===== src/rtl/dvs_ravens_pkg.sv =====
// Shared DVS constants, the default-width packed event record and width helpers.
package dvs_ravens_pkg;

   // Sensor geometry and timing of the original fixed-format design
   localparam int DVS_WIDTH_PXLS    = 346;
   localparam int DVS_HEIGHT_PXLS   = 260;
   localparam int DVS_CLK_DIV       = 1000;
   localparam int DVS_TS_BITS       = 48;
   localparam int DVS_FIFO_DEPTH    = 4;
   localparam int DVS_DROP_CNT_BITS = 16;

   localparam int DVS_X_BITS = $clog2(DVS_WIDTH_PXLS);
   localparam int DVS_Y_BITS = $clog2(DVS_HEIGHT_PXLS);

   // Packed event at default widths; x sits in the MSBs
   typedef struct packed {
      logic [DVS_X_BITS-1:0]  x;
      logic [DVS_Y_BITS-1:0]  y;
      logic                   pol;
      logic [DVS_TS_BITS-1:0] ts_us;
   } dvs_event_t;

   // Total packed event width for arbitrary field widths
   function automatic int dvs_event_bits(input int x_bits, input int y_bits, input int ts_bits);
      return x_bits + y_bits + 1 + ts_bits;
   endfunction

   // Prescaler width: never less than one bit, even for a divisor of 1
   function automatic int dvs_pre_bits(input int divisor);
      return (divisor <= 2) ? 1 : $clog2(divisor);
   endfunction

endpackage


===== src/rtl/dvs_event_fifo.sv =====
// Small synchronous FIFO with registered storage and full/empty flags.
// DEPTH must be a power of two so the pointers wrap on their own.
module dvs_event_fifo #(
   parameter  int WIDTH = 8,
   parameter  int DEPTH = 4,
   localparam int AW    = $clog2(DEPTH)
) (
   input  logic             clk,
   input  logic             rst,
   input  logic             push_i,
   input  logic [WIDTH-1:0] wdata_i,
   input  logic             pop_i,
   output logic [WIDTH-1:0] rdata_o,
   output logic             full_o,
   output logic             empty_o
);

   localparam logic [AW:0] CNT_FULL = (AW+1)'(DEPTH);

   logic [WIDTH-1:0] mem_q [DEPTH];
   logic [AW-1:0]    wr_ptr_q, wr_ptr_d;
   logic [AW-1:0]    rd_ptr_q, rd_ptr_d;
   logic [AW:0]      count_q, count_d;
   logic             do_push, do_pop;

   assign full_o  = (count_q == CNT_FULL);
   assign empty_o = (count_q == '0);
   assign do_push = push_i && !full_o;
   assign do_pop  = pop_i && !empty_o;

   // Head reads as zero when nothing is buffered so the output is clean after reset
   assign rdata_o = empty_o ? '0 : mem_q[rd_ptr_q];

   // Next pointer and occupancy values
   always_comb begin
      wr_ptr_d = wr_ptr_q;
      rd_ptr_d = rd_ptr_q;
      count_d  = count_q;
      if (do_push) wr_ptr_d = wr_ptr_q + AW'(1);
      if (do_pop)  rd_ptr_d = rd_ptr_q + AW'(1);
      case ({do_push, do_pop})
         2'b10:   count_d = count_q + (AW+1)'(1);
         2'b01:   count_d = count_q - (AW+1)'(1);
         default: count_d = count_q;
      endcase
   end

   // Pointer and occupancy registers
   always_ff @(posedge clk) begin
      if (rst) begin
         wr_ptr_q <= '0;
         rd_ptr_q <= '0;
         count_q  <= '0;
      end else begin
         wr_ptr_q <= wr_ptr_d;
         rd_ptr_q <= rd_ptr_d;
         count_q  <= count_d;
      end
   end

   // Storage write; contents need no reset because occupancy gates the head
   always_ff @(posedge clk) begin
      if (do_push) mem_q[wr_ptr_q] <= wdata_i;
   end

endmodule


===== src/rtl/dvs_event_packer.sv =====
// Timestamps DVS pixel events, range-checks coordinates, counts drops and
// buffers packed events {x, y, pol, ts_us} for a valid/ready consumer.
// Handshakes: a transfer happens on any rising edge where valid && ready;
// the producer holds its data while valid && !ready.
module dvs_event_packer
   import dvs_ravens_pkg::*;
#(
   parameter  int WIDTH_PXLS            = DVS_WIDTH_PXLS,
   parameter  int HEIGHT_PXLS           = DVS_HEIGHT_PXLS,
   parameter  int CLK_PERIOD_US_DIVISOR = DVS_CLK_DIV,
   parameter  int TIMESTAMP_US_BITS     = DVS_TS_BITS,
   parameter  int FIFO_DEPTH            = DVS_FIFO_DEPTH,
   parameter  int DROP_CNT_BITS         = DVS_DROP_CNT_BITS,
   localparam int X_BITS                = $clog2(WIDTH_PXLS),
   localparam int Y_BITS                = $clog2(HEIGHT_PXLS),
   localparam int EVENT_BITS            = dvs_event_bits(X_BITS, Y_BITS, TIMESTAMP_US_BITS),
   localparam int PRE_BITS              = dvs_pre_bits(CLK_PERIOD_US_DIVISOR)
) (
   input  logic                         clk,
   input  logic                         rst,
   input  logic                         ts_clear,
   input  logic                         in_valid,
   output logic                         in_ready,
   input  logic [X_BITS-1:0]            in_x,
   input  logic [Y_BITS-1:0]            in_y,
   input  logic                         in_pol,
   output logic                         out_valid,
   input  logic                         out_ready,
   output logic [EVENT_BITS-1:0]        out_event,
   output logic [TIMESTAMP_US_BITS-1:0] ts_us,
   output logic                         ts_wrap,
   output logic [DROP_CNT_BITS-1:0]     drop_count
);

   localparam logic [PRE_BITS-1:0] PRE_LAST = PRE_BITS'(CLK_PERIOD_US_DIVISOR - 1);
   localparam logic [X_BITS:0]     X_LIMIT  = (X_BITS+1)'(WIDTH_PXLS);
   localparam logic [Y_BITS:0]     Y_LIMIT  = (Y_BITS+1)'(HEIGHT_PXLS);

   logic [PRE_BITS-1:0]          pre_q, pre_d;
   logic [TIMESTAMP_US_BITS-1:0] ts_q, ts_d;
   logic                         wrap_q, wrap_d;
   logic [DROP_CNT_BITS-1:0]     drop_q, drop_d;

   logic                  tick;
   logic                  accept;
   logic                  in_range;
   logic                  fifo_full, fifo_empty;
   logic [EVENT_BITS-1:0] packed_event;

   assign tick     = (pre_q == PRE_LAST);
   assign in_range = ({1'b0, in_x} < X_LIMIT) && ({1'b0, in_y} < Y_LIMIT);

   // No pass-through: a full buffer refuses input even if the consumer pops this cycle
   assign in_ready = !fifo_full && !rst;
   assign accept   = in_valid && in_ready;

   // Stamp with the timestamp as registered, before this cycle's tick or clear
   assign packed_event = {in_x, in_y, in_pol, ts_q};

   assign out_valid  = !fifo_empty;
   assign ts_us      = ts_q;
   assign ts_wrap    = wrap_q;
   assign drop_count = drop_q;

   // Prescaler, timestamp and wrap pulse; clear wins over the increment
   always_comb begin
      pre_d  = tick ? '0 : pre_q + PRE_BITS'(1);
      ts_d   = ts_q;
      wrap_d = 1'b0;
      if (ts_clear) begin
         pre_d = '0;
         ts_d  = '0;
      end else if (tick) begin
         ts_d   = ts_q + TIMESTAMP_US_BITS'(1);
         wrap_d = (ts_q == '1);
      end
   end

   // Saturating count of accepted events whose coordinates are off-sensor
   always_comb begin
      drop_d = drop_q;
      if (accept && !in_range && (drop_q != '1)) drop_d = drop_q + DROP_CNT_BITS'(1);
   end

   // Timing and drop-count registers
   always_ff @(posedge clk) begin
      if (rst) begin
         pre_q  <= '0;
         ts_q   <= '0;
         wrap_q <= 1'b0;
         drop_q <= '0;
      end else begin
         pre_q  <= pre_d;
         ts_q   <= ts_d;
         wrap_q <= wrap_d;
         drop_q <= drop_d;
      end
   end

   dvs_event_fifo #(
      .WIDTH (EVENT_BITS),
      .DEPTH (FIFO_DEPTH)
   ) u_fifo (
      .clk     (clk),
      .rst     (rst),
      .push_i  (accept && in_range),
      .wdata_i (packed_event),
      .pop_i   (out_ready),
      .rdata_o (out_event),
      .full_o  (fifo_full),
      .empty_o (fifo_empty)
   );

endmodule


===== config.mk =====
export PLATFORM = sky130hd
export DESIGN_NAME = dvs_event_packer
export DESIGN_NICKNAME = d
export VERILOG_FILES = /design/src/rtl/dvs_ravens_pkg.sv /design/src/rtl/dvs_event_fifo.sv /design/src/rtl/dvs_event_packer.sv
export SDC_FILE = /design/constraint.sdc
export NUM_CORES = 1
export LEC_CHECK = 0
export CAP_MARGIN = 40
export CORE_MARGIN = 2
export CORE_UTILIZATION = 40
export DETAILED_ROUTE_END_ITERATION = 7
export GPL_TIMING_DRIVEN = 0
export SLEW_MARGIN = 15
export SYNTH_ARGS = -nofsm -noshare
export SYNTH_HDL_FRONTEND = slang
export SYNTH_SLANG_ARGS = --single-unit

===== constraint.sdc =====
create_clock -name clk -period 4.25 [get_ports clk]
set_clock_uncertainty 0.1 [all_clocks]
set_input_delay 0.85 -clock clk [delete_from_list [all_inputs] [get_ports clk]]
set_output_delay 0.85 -clock clk [all_outputs]
set_load 0.005 [all_outputs]

Yosys cells after proc, flatten, opt, wreduce, memory -nomap -nowiden --
Memories as Yosys holds them, arrays and structs flattened. A register that Yosys moved wholly into a read port is not among the register bits. Cells that the tools add are included.
Word-level totals: register bits 82, memory bits (writable) 268, input port bits 24, output and inout bits 134, logic and storage cells 47, memories 1
Memory list:
- u_fifo.mem_q | words 4, width 67, read ports 1, clocked after Yosys merged registers in 1, wr ports 1, RTL line dvs_event_fifo.sv:20 | logic [WIDTH-1:0] mem_q [DEPTH];
Operators by class: add/subtract/negate cells 7, order comparisons 2, equality and inequality tests 6, multiplexer cells 6, bitwise gates (word level) 1, reductions and logical operators 17
Operator list (number):
- 67-bit two-way mux | 1
- 48-bit by 1-bit adder with 48-bit output (second input constant) | 1
- 48-bit equality test (second input constant) | 1
- 9-bit less-than comparator (second input constant) | 2
- 16-bit by 1-bit adder with 16-bit output (second input constant) | 1
- 16-bit inequality test (second input constant) | 1
- 10-bit by 1-bit adder with 10-bit output (second input constant) | 1
- 10-bit equality test (second input constant) | 1
- 1-bit logical AND | 8
- 3-bit one-hot mux with 2 select lines | 1
- 3-bit OR reduction | 2
- 2-bit by 1-bit adder with 2-bit output (second input constant) | 2
- 1-bit zero test | 4
- 2-bit two-way mux | 2
- 3-bit by 1-bit adder with 3-bit output (second input constant) | 1
- 3-bit equality test (second input constant) | 1
- 3-bit zero test | 1
- 3-bit by 1-bit subtractor with 3-bit output (second input constant) | 1
- 2-bit by 1-bit equality test with 1-bit output (second input constant) | 1
- 2-bit equality test (second input constant) | 1
- 1-bit two-way mux | 2
- 2-bit nonzero test | 1
- 2-bit OR reduction | 1
- 1-bit inverter | 1

Longest topological paths before layout --
depth after elaboration 8, mapped depth 11, depth with buffers taken out 10

Hierarchy --
Synthesis repeated with hierarchy kept, for this count alone.
Second synthesis, totals: cells, all modules 918, area total of the unflattened synthesis 14283.7 sq um
By module, submodules not included:
- dvs_event_fifo | times used 1, cells each 478, area an instance 10587.7 sq um, sequential area each 8227.9 sq um
- dvs_event_packer | times used 1, cells each 440, area an instance 3696.0 sq um, sequential area each 1501.4 sq um

Worst setup path before layout --
OpenSTA, ideal clock, no wires.
path type input -> register, from input port in_y[7], to memory u_fifo.mem_q[1][0] (netlist bit), enable pin, setup time 0.432 ns, data arrival time 3.602 ns, data required time 3.718 ns, slack 0.116 ns, cell stages on the path 5, buffers on the path 1, cell sequence or4_1 -> o31ai_1 -> and3_1 -> clkbuf_1 -> and2_1
On the way: longest elaborated chain between the ends 6
RTL lines:
- start, declared | RTL line dvs_event_packer.sv:25 | input logic [Y_BITS-1:0] in_y,
- 9-bit less-than comparator | RTL line dvs_event_packer.sv:51 | assign in_range = ({1'b0, in_x} < X_LIMIT) && ({1'b0, in_y} < Y_LIMIT);
- 1-bit logical AND | RTL line dvs_event_packer.sv:51
- 1-bit logical AND | RTL line dvs_event_packer.sv:106 | .push_i (accept && in_range),
- 1-bit logical AND | RTL line dvs_event_fifo.sv:28 | assign do_push = push_i && !full_o;
- 1-bit two-way mux | RTL line dvs_event_fifo.sv:63 | if (do_push) mem_q[wr_ptr_q] <= wdata_i;
- 1-bit two-way mux (implied by the code) | RTL line dvs_event_fifo.sv:63
- end, declared | RTL line dvs_event_fifo.sv:20
Every way passes these cells.

==> key figures <==
Setup path
  – Data arrival time of the worst path: ~3.1 ns
  – Data required time of the critical path: 3.30 ns
  – CP Max Fanout: 10
  – Worst setup EP type: output pin
  – Startpoint of the worst register-to-register path: ts_us[0]$_SDFFE_PP0N_
  – Type of the setup path with the least slack: reg -> out
  – Kind of launch point of the worst setup path: flip-flop

Synthesis
  – Sequential cell area fraction in the yosys report: 68.4%
  – Prevailing post-synth register cell: sky130_fd_sc_hd__edfxtp_1
  – Number of flops mapped to enable cells by yosys: about 270
  – FFs w/ async S/R, synth: 0%
  – Top cells by area, synth: sky130_fd_sc_hd__edfxtp_1, sky130_fd_sc_hd__dfxtp_1, sky130_fd_sc_hd__mux4_2
  – Syn Area/Cell: 15.7 sq um
  – Synthesized Nets: 941
  – Post-synth cell types: 51
  – Top cell type's share of synthesized area: 56.6%
  – Flip-flop and latch count after synthesis: roughly 350
  – Yosys Warn Count: 0
  – Largest area contributor in the netlist: sky130_fd_sc_hd__edfxtp_1
  – Post-Synthesis Cells: around 910
  – Post-synthesis instance area: 14200 sq um

Floorplan
  – Horizontal die dimension: 193 um
  – Die outline height: ~190 um
  – Overall die area: around 37000 sq um
  – Standard cell core area: 35300 sq um
  – Cell row count: just under 70
  – Effective utilization at floorplan: ~40%
  – I/O pins: between 150 and 200

Finish
  – Commonest non-fill, non-tap cells in the layout: sky130_fd_sc_hd__edfxtp_1, sky130_fd_sc_hd__clkdlybuf4s50_1, sky130_fd_sc_hd__dfxtp_1, sky130_fd_sc_hd__and2_1, sky130_fd_sc_hd__mux4_2
  – Number of inserted filler cells in the final layout: around 3000
  – Commonest non-fill, non-tap cell in the layout: sky130_fd_sc_hd__edfxtp_1
  – Footprint of the multi-input gates: about 4300 sq um
  – Number of non-filler instances in the completed layout: approximately 1600
  – Ant diodes: 0
  – Fraction of final layout cells sized beyond drive strength 1: between 10% and 20%
  – Final core utilization: 49.9%
  – Area growth from synthesis to layout: 23.8%
  – Number of nets in the final layout: around 1100
  – Area taken by flip-flops and latches: between 9000 and 10000 sq um

GRT
  – Global-route wire length before repair: ~50000 um
  – Antenna violations before repair: 0
  – Met3 demand-to-capacity share in global routing: around 3.5%
  – Met2 routing resource usage after global routing: between 20 and 30%
  – Pin count of the biggest net entering global routing: 44
  – GR met1 Demand/Resource: between 20% and 30%
  – Aggregate global-route resource usage: 17.4%
  – Busiest layer in global routing: met2
  – Via count of the first global-routing pass: around 8600
  – Final global-route overflow total: 0

Power and ir drop
  – Sequential group share of total power: 48.2%
  – Static Leak: approximately 0.0054 uW
  – Net switching power of the design: 1700 uW
  – Part of the total power dissipated in combinational logic: between 10 and 15%
  – Clock group share of total power: slightly below 40%
  – Switching share of power: between 20% and 30%
  – Internal power consumption: about 6000 uW
  – Worst vdd ir: approximately 0.26 mV
  – Total power divided by cell area: 437 nW/um^2

Route
  – Final Routed Wirelength: between 30000 and 40000 um
  – Router iterations before antenna repair: 5
  – Vias: 8499
  – Violation count after the first detailed-routing iteration: 498
  – Count of antenna-violating nets left after detailed routing: 0
  – Average vias per placed instance: between 5 and 6
  – DRC: 0
  – Wire length per cell after detailed routing: 19.9 um

STA
  – Final-report setup violation count: 0
  – Worst Hold Margin: 0.364 ns
  – Number of hold violations in the final report: 0
  – Highest clock rate: about 0.25 GHz
  – Unrepaired setup endpoints after global routing: false
  – Final total negative setup slack: 0 ns
  – Number of max-slew violations in the final report: 0
  – Worst slew margin relative to its limit: between 40% and 50%
  – Slew at the pin closest to its max-slew limit: between 0.7 and 0.8 ns
  – Final critical-path share of the clock period: 95.1%
  – Fin worst setup slack: 0.206 ns
  – Crit path time final: slightly above 4 ns

Clock tree
  – Clk slew on worst S/H paths: 0.06 ns
  – Max clock buf depth: 3
  – CTS tree: yes
  – CTS H-tree depth: 2
  – Number of clock buffers inserted by TritonCTS: 37
  – CTS Root Cell: sky130_fd_sc_hd__clkbuf_16
  – Clk sinks: 352
  – Clock latency on the worst-skew pair: 0.51 ns
  – Hold-fix buffers at CTS: 0

Placement
  – HPWL after DPL: between 20000 and 25000 um
  – Setup WS pre-CTS: -0.298 ns
  – Quantity of I/O buffers inserted on ports: roughly 160
  – Placed Cells incl. Taps: between 1500 and 2000
  – Final GP Congestion: ~0.8

Outcome
  – Run status: completed

Min path
  – Start point of the worst min-delay path: pre_q[0]$_SDFF_PP0_
  – Type of the most critical hold path: reg -> reg

Run
  – Count of maximum capacitance violations: 0
[power by group through the flow]
| stage | Sequential [uW] | Clock, uW | Combinational (uW) |
|---|---|---|---|
| final | 3710 | 3040 | 944 |
| after global routing | 3720 | 3230 | 1040 |
| after CTS | 3710 | 3110 | 977 |
| after detailed placement | 3790 | 0 | 973 |
| after global placement | 3790 | 0 | 965 |
| after floorplan | 3780 | 0 | 486 |
[final timing paths]
path / endpoint / slack (ns) / cells past startpoint
worst max register to register: ts_us[34]$_SDFFE_PP0N_ / 1.37 / 7
worst min-delay path: pre_q[0]$_SDFF_PP0_ / 0.36 / 1
worst max-delay path: out_event[45] / 0.21 / 5
worst min register to register: pre_q[0]$_SDFF_PP0_ / 0.36 / 1
[critical path, cell delays in order (launching register included)]
cell and delay, ns:
sky130_fd_sc_hd__dfxtp_1 0.47, sky130_fd_sc_hd__buf_1 0.56, sky130_fd_sc_hd__buf_1 0.53, sky130_fd_sc_hd__mux4_2 0.42, sky130_fd_sc_hd__and2_1 0.17, sky130_fd_sc_hd__clkdlybuf4s50_1 0.43
[registers in the layout (all words and copies together), names as in the netlist, named ones only]
signal / count
drop_count: 16
pre_q: 10
ts_us: 48
ts_wrap: 1
u_fifo.count_q: 3
u_fifo.mem_q: 268
u_fifo.rd_ptr_q: 2
u_fifo.wr_ptr_q: 2
[through the flow]
| step | instance area (sq um) | total power (uW) |
|---|---|---|
| CTS | 17600 | 7800 |
| global placement | 16400 | 4750 |
| detailed placement | 16500 | 4760 |
| finish | 17600 | 7700 |
| floorplan | 14200 | 4270 |
| global route | 17600 | 7990 |
[metal layers]
layer | wire length, um | part of all wire (%)
met2 | 14800 | 47
met3 | 1960 | 6.2
met4 | 527 | 1.7
met5 | 0 | 0
met1 | 14400 | 45
[cells by family after synthesis]
group / count (synthesis) / share of synthesized area (%)
fa+ha+maj: 9 / 0.845
buf+inv: 58 / 1.69
flops: 352 / 68.4
xor+xnor: 38 / 2.34
simple gates: 305 / 12.4
mux: 74 / 11.1
compound gates: 72 / 3.19
[cell usage after synthesis (all sizes together) (3+ instances only)]
library cell	number
o41ai	5
clkbuf	17
nand4	31
a21oi	29
nor2	60
buf	25
ha	8
mux2	4
and3	8
or3	14
nor4b	3
xor2	26
o21ai	13
nor3	3
and2	76
nand2	33
edfxtp	268
mux2i	3
o31ai	13
o311ai	5
and4	5
mux4	67
or4	20
nor4	10
xnor2	12
dfxtp	84
nor2b	3
inv	16
nand3	30
[what timing repair did]
item	in CTS	in global routing
setup endpoints to repair	0	10
setup buffers	0	0
resized for setup	0	2
[cell type report]
| cell class | count | area share, % |
|---|---|---|
| Tap cell | 461 | 3.28 |
| Timing Repair Buffer | 161 | 9.42 |
| Buffer | 42 | 1.04 |
| Clock buffer | 42 | 5.54 |
| Clock inverter | 21 | 0.917 |
| Multi-Input combinational cell | 498 | 24.2 |
| Inverter | 16 | 0.341 |
| Sequential cell | 352 | 55.3 |
Power figures use the tool's default switching activity.
